### config.mk
export PLATFORM = sky130hd
export DESIGN_NAME = demux5_capture_flat
export DESIGN_NICKNAME = d
export VERILOG_FILES = /design/src/rtl/demux5_pkg.sv /design/src/rtl/demux5_capture_if.sv /design/src/rtl/demux5_chan_reg.sv /design/src/rtl/demux5_capture.sv /design/src/flat_wrapper.sv
export SDC_FILE = /design/constraint.sdc
export NUM_CORES = 1
export LEC_CHECK = 0
export CORE_UTILIZATION = 43
export CTS_CLUSTER_SIZE = 16
export DETAILED_ROUTE_END_ITERATION = 7
export GPL_TIMING_DRIVEN = 1
export PLACE_DENSITY = 0.91
export SLEW_MARGIN = 40
export SYNTH_ARGS = -nofsm -noshare
export SYNTH_HDL_FRONTEND = slang
export SYNTH_SLANG_ARGS = --single-unit
### constraint.sdc
create_clock -name clk -period 1.8 [get_ports clk]
set_input_delay 0.54 -clock clk [delete_from_list [all_inputs] [get_ports clk]]
set_output_delay 0.54 -clock clk [all_outputs]
set_load 0.02 [all_outputs]
### src/rtl/demux5_pkg.sv
// demux5_pkg: shared constants and types for the demux5 select-bus capture block.
package demux5_pkg;

    localparam int unsigned WIDTH_DEF = 5;
    localparam int unsigned CNT_W_DEF = 8;

    typedef enum logic {
        CH_EMPTY = 1'b0,
        CH_FULL  = 1'b1
    } ch_state_t;

    localparam logic SEL_A = 1'b0;
    localparam logic SEL_B = 1'b1;

endpackage

### src/rtl/demux5_capture_if.sv
// demux5_capture_if: shared select-bus plus the two channel handshakes.
// master = bus source / consumers side, slave = the capture block.
interface demux5_capture_if
    import demux5_pkg::*;
#(
    parameter int unsigned WIDTH = WIDTH_DEF
);
    logic [WIDTH-1:0] din;
    logic             din_sel;
    logic             din_valid;
    logic             din_ready;

    logic [WIDTH-1:0] a_data;
    logic             a_valid;
    logic             a_ack;

    logic [WIDTH-1:0] b_data;
    logic             b_valid;
    logic             b_ack;

    modport master (
        output din, din_sel, din_valid, a_ack, b_ack,
        input  din_ready, a_data, a_valid, b_data, b_valid
    );

    modport slave (
        input  din, din_sel, din_valid, a_ack, b_ack,
        output din_ready, a_data, a_valid, b_data, b_valid
    );

endinterface

### src/rtl/demux5_chan_reg.sv
// demux5_chan_reg: one destination channel holding register with valid/ack.
//
//   state    | meaning
//   ---------+-----------------------------------------------
//   CH_EMPTY | no word pending, any targeted bus word loads
//   CH_FULL  | word pending for the consumer; a new word only
//            | loads in the same cycle the consumer acks
module demux5_chan_reg
    import demux5_pkg::*;
#(
    parameter int unsigned WIDTH = WIDTH_DEF
) (
    input  logic             clk,
    input  logic             reset,
    input  logic             load_req,
    input  logic [WIDTH-1:0] din,
    input  logic             ack,
    output logic [WIDTH-1:0] data,
    output logic             valid,
    output logic             ready,
    output logic             load
);

    ch_state_t state;
    ch_state_t state_nxt;

    assign valid = (state == CH_FULL);
    // An ack frees the slot in the same cycle, so back-to-back words never bubble.
    assign ready = (state == CH_EMPTY) | ack;
    assign load  = load_req & ready;

    // State register.
    always_ff @(posedge clk) begin
        if (reset) begin
            state <= CH_EMPTY;
        end else begin
            state <= state_nxt;
        end
    end

    // Next-state: load wins over ack so a simultaneous ack+load stays full.
    always_comb begin
        state_nxt = state;
        case (state)
            CH_EMPTY: begin
                if (load) begin
                    state_nxt = CH_FULL;
                end
            end
            CH_FULL: begin
                if (load) begin
                    state_nxt = CH_FULL;
                end else if (ack) begin
                    state_nxt = CH_EMPTY;
                end
            end
            default: state_nxt = CH_EMPTY;
        endcase
    end

    // Held word; kept after ack so the consumer can still look at it.
    always_ff @(posedge clk) begin
        if (reset) begin
            data <= '0;
        end else if (load) begin
            data <= din;
        end
    end

endmodule

### src/rtl/demux5_capture.sv
// demux5_capture: steers tagged words from the shared select-bus into
// channel A or B, and pulses pair_done once both have captured.
// Optional overrun counter enabled by defining DEMUX5_OVERRUN_CNT_EN.
module demux5_capture
    import demux5_pkg::*;
#(
    parameter int unsigned WIDTH = WIDTH_DEF,
    parameter int unsigned CNT_W = CNT_W_DEF
) (
    input  logic             clk,
    input  logic             reset,
    demux5_capture_if.slave  bus,
    output logic             pair_done
`ifdef DEMUX5_OVERRUN_CNT_EN
    ,
    output logic [CNT_W-1:0] overrun_cnt
`endif
);

    if (WIDTH < 1 || CNT_W < 1) begin : g_param_check
        $error("demux5_capture: WIDTH and CNT_W must be at least 1");
    end

    logic a_ready;
    logic b_ready;
    logic a_load;
    logic b_load;
    logic got_a;
    logic got_b;
    logic got_a_nxt;
    logic got_b_nxt;
    logic drop;

    demux5_chan_reg #(.WIDTH(WIDTH)) u_chan_a (
        .clk      (clk),
        .reset    (reset),
        .load_req (bus.din_valid & (bus.din_sel == SEL_A)),
        .din      (bus.din),
        .ack      (bus.a_ack),
        .data     (bus.a_data),
        .valid    (bus.a_valid),
        .ready    (a_ready),
        .load     (a_load)
    );

    demux5_chan_reg #(.WIDTH(WIDTH)) u_chan_b (
        .clk      (clk),
        .reset    (reset),
        .load_req (bus.din_valid & (bus.din_sel == SEL_B)),
        .din      (bus.din),
        .ack      (bus.b_ack),
        .data     (bus.b_data),
        .valid    (bus.b_valid),
        .ready    (b_ready),
        .load     (b_load)
    );

    assign bus.din_ready = (bus.din_sel == SEL_B) ? b_ready : a_ready;
    assign drop          = bus.din_valid & ~bus.din_ready;

    // Flags as they would stand after this cycle's capture.
    always_comb begin
        got_a_nxt = got_a | a_load;
        got_b_nxt = got_b | b_load;
    end

    // Pair tracking: fire once both flags would be set, then start over.
    always_ff @(posedge clk) begin
        if (reset) begin
            got_a     <= 1'b0;
            got_b     <= 1'b0;
            pair_done <= 1'b0;
        end else if (got_a_nxt & got_b_nxt) begin
            got_a     <= 1'b0;
            got_b     <= 1'b0;
            pair_done <= 1'b1;
        end else begin
            got_a     <= got_a_nxt;
            got_b     <= got_b_nxt;
            pair_done <= 1'b0;
        end
    end

`ifdef DEMUX5_OVERRUN_CNT_EN
    // Dropped-word counter, saturating so a long stall never reads as few drops.
    always_ff @(posedge clk) begin
        if (reset) begin
            overrun_cnt <= '0;
        end else if (drop && (overrun_cnt != {CNT_W{1'b1}})) begin
            overrun_cnt <= overrun_cnt + 1'b1;
        end
    end
`else
    logic drop_unused;
    assign drop_unused = drop;
`endif

endmodule

### src/flat_wrapper.sv
// flat-port wrapper written by rule: the top's interface ports become plain ports
module demux5_capture_flat import demux5_pkg::*;
#(
    parameter int unsigned WIDTH = WIDTH_DEF,
    parameter int unsigned CNT_W = CNT_W_DEF
)
  (clk, reset, pair_done, bus_din, bus_din_sel, bus_din_valid, bus_a_ack, bus_b_ack, bus_din_ready, bus_a_data, bus_a_valid, bus_b_data, bus_b_valid);
  demux5_capture_if #(.WIDTH(WIDTH)) bus_i ();
  input  logic clk;
  input  logic reset;
  output logic pair_done;
  input wire logic [$bits(bus_i.din)-1:0] bus_din;
  input wire logic [$bits(bus_i.din_sel)-1:0] bus_din_sel;
  input wire logic [$bits(bus_i.din_valid)-1:0] bus_din_valid;
  input wire logic [$bits(bus_i.a_ack)-1:0] bus_a_ack;
  input wire logic [$bits(bus_i.b_ack)-1:0] bus_b_ack;
  output wire logic [$bits(bus_i.din_ready)-1:0] bus_din_ready;
  output wire logic [$bits(bus_i.a_data)-1:0] bus_a_data;
  output wire logic [$bits(bus_i.a_valid)-1:0] bus_a_valid;
  output wire logic [$bits(bus_i.b_data)-1:0] bus_b_data;
  output wire logic [$bits(bus_i.b_valid)-1:0] bus_b_valid;
  assign bus_i.din = bus_din;
  assign bus_i.din_sel = bus_din_sel;
  assign bus_i.din_valid = bus_din_valid;
  assign bus_i.a_ack = bus_a_ack;
  assign bus_i.b_ack = bus_b_ack;
  assign bus_din_ready = bus_i.din_ready;
  assign bus_a_data = bus_i.a_data;
  assign bus_a_valid = bus_i.a_valid;
  assign bus_b_data = bus_i.b_data;
  assign bus_b_valid = bus_i.b_valid;
  demux5_capture #(.WIDTH(WIDTH), .CNT_W(CNT_W)) u_core (.clk(clk), .reset(reset), .bus(bus_i), .pair_done(pair_done));
endmodule
==> impl_metrics.ini <==
[grt]
grt_usage = 0.185
grt_pass1_vias = 465
grt_antenna_before_repair = 0
grt_overflow = 0
grt_pass1_wl_mm = 1.97
grt_max_degree = 16

[floorplan]
die_x_um = 39.7
die_h_um = 39.7
rows = 13
die-area_um2 = 1570
core_area_um2 = 1320
start_util = 0.463
pin_count = 25

[critical_path]
cp.buffers_inverters = 1
cp_slowest_stage_delay_ns = 0.61
cp_max_fo = 2
crit_path_end_kind = primary output
crit_arrival_ns = 1.23
cp_cell_sequence = clkdlybuf4s50_1
crit_slowest_cell = clkdlybuf4s50_1
path_class = reg -> out
crit_family = buffers and inverters
required_ns = 1.26
crit_path_start_kind = flop

[synth]
synth_warnings = 0
synth_area_leaders = dfxtp_1 49%, a21oi_1 11%, nand3_1 8.2%, o21ai_0 8.2%, buf_6 3.7%
ys_top_cells_by_count = 15 x dfxtp_1, 13 x a21oi_1, 10 x nand3_1, 10 x o21ai_0
syn_inst = 65
netlist_area_um2 = 611
yosysMostFrequentCell = dfxtp_1
synthFlopType = dfxtp_1
ys_ff_latch = 15
yosysUniqueCellTypes = 19
synth_area_per_cell_um2 = 9.39
synthArstFlopShare = 0
synth_edf_count = 0
synth_top_area_cell = dfxtp_1
yosys.area.top_type_share = 0.492
ys_seq_area_frac = 0.492
syn-num-nets = 76

[placed_design]
pre_cts_ws_ns = -0.645
dpl_cell_area_um2 = 873
port_buffers = 24
post-dp-hpwl_mm = 1.01
dp.cells = 105
gp_congestion = 0.712

[clock_tree]
cts_made_buffers = 3
cts_tree = yes
clock-sinks = 15
clk_pin_slew_worst_paths_ns = 0.10
clk_path_buf_depth = 2
cts_setup_buffers = 0
htreeDepth = 1
clk-insertion-delay-late_ns = 0.28
cts-root-buf = clkbuf_4

[final_layout]
drive_gt1_frac = 0.191
regArea_um2 = 300
nets = 106
fillers = 100
syn2layout_area_growth_pct = 50.0
multiInputGateArea_um2 = 289
final_cell_count_no_fill = 109
design_area_um2 = 916
num_antenna_cells = 0
fin_util = 0.695

[route]
drtIter0Drc = 11
dr_wl_met3_um = 95
wire_per_inst_um = 13.0
ant_nets = 0
m1WireLength_um = 660
num_vias = 603
viasPerCell = 5.53
firstDrtPassIters = 4
detail_route.wirelength_mm = 1.42
top_layer = met4
met2_wirelength_um = 643
drc_errors = 0

[timing]
tns_ns = 0
skew_ns = 0.00509
maxSlewViolCount = 0
setup_slack_ns = 0.0348
period_needed_ns = 1.77
fmax_mhz = 567
setup_viol = 0
finalCritPeriodShare = 0.981
whs_ns = 0.479
worstMarginPinSlew_ns = 0.304
slew_headroom = 0.797
finalHoldViolations = 0
grt_setup_unrepaired = false

[power]
p_per_area_nw_per_um2 = 740
vdd_drop_max_v = 0.000529
p_leak_nw = 0.447
finalPower_mw = 0.678

[run]
maxCapViolCount = 0

[hold_path]
hp-class = reg -> reg

[outcome]
status = completed
## cell usage in the layout (no fill, tap or decap), drive strengths merged
cell type and n:
buf 5, nor3b 2, clkinv 1, nand2 1
clkbuf 3, nor3 1, nor2b 3, clkdlybuf4s50 12
nand3 10, dlymetal6s2s 7, dlygate4sd2 4, o21ai 10
or2b 1, a21oi 15, nand2b 2, dfxtp 15
and2 1, nor2 1
## worst reg2reg max path, stage by stage, from the launching register on
cell and delay (ns):
dfxtp_1 0.40, nor2b_1 0.31, o21ai_0 0.16, a21oi_1 0.15
## flip-flops by register name, summed over array words and instances (netlist names)
signal,cells
u_core.got_b,1
u_core.got_a,1
u_core.u_chan_a.valid,1
u_core.u_chan_a.data,5
u_core.u_chan_b.valid,1
u_core.pair_done,1
u_core.u_chan_b.data,5
## path summary, 6_finish.rpt
kind,start,to,slack (ns),depth (start not counted)
worst min register to register,u_core.u_chan_a.data[1],u_core.u_chan_a.data[1],0.48,2
worst max register to register,u_core.u_chan_a.valid,u_core.u_chan_a.data[4],0.71,3
worst min-delay path,u_core.u_chan_a.data[1],u_core.u_chan_a.data[1],0.48,2
worst max-delay path,u_core.u_chan_b.data[1],bus_b_data[1],0.03,1
## timing repair
action / in CTS / in global routing
resized for setup: 10 / 8
hold buffers: 0 / 0
gates cloned: 0 / 0
pin swaps: 1 / 0
setup endpoints to repair: 2 / 8
## area by class of cell
type / count / share of cell area
well taps: 15 / 0.0205
flip-flops and latches: 15 / 0.328
multi-input cells: 47 / 0.316
clock buffers: 3 / 0.0246
clock inverters: 1 / 0.00546
repair buffers: 28 / 0.306
## where the power goes
group	switching, mW	internal [mW]
logic	0.0622	0.0643
clock network	0.112	0.0825
registers	0.00850	0.348
## per-layer routing
| layer | global-route usage | vias up |
|---|---|---|
| met3 | 0.0341 | 4 |
| li1 | - | 288 |
| met2 | 0.270 | 25 |
| met5 | 0 | - |
| met1 | 0.259 | 286 |
| met4 | 0.0776 | 0 |
## kinds of logic (layout without fill, tap and decap cells)
group | count (synthesis) | in the layout | share of synthesized area
AO/OA/AOI/OAI | 25 | 25 | 0.230
AND/OR/NAND/NOR | 22 | 22 | 0.236
flip-flops | 15 | 15 | 0.492
buffers and inverters | 3 | 32 | 0.0430
Power figures use the tool's default switching activity.
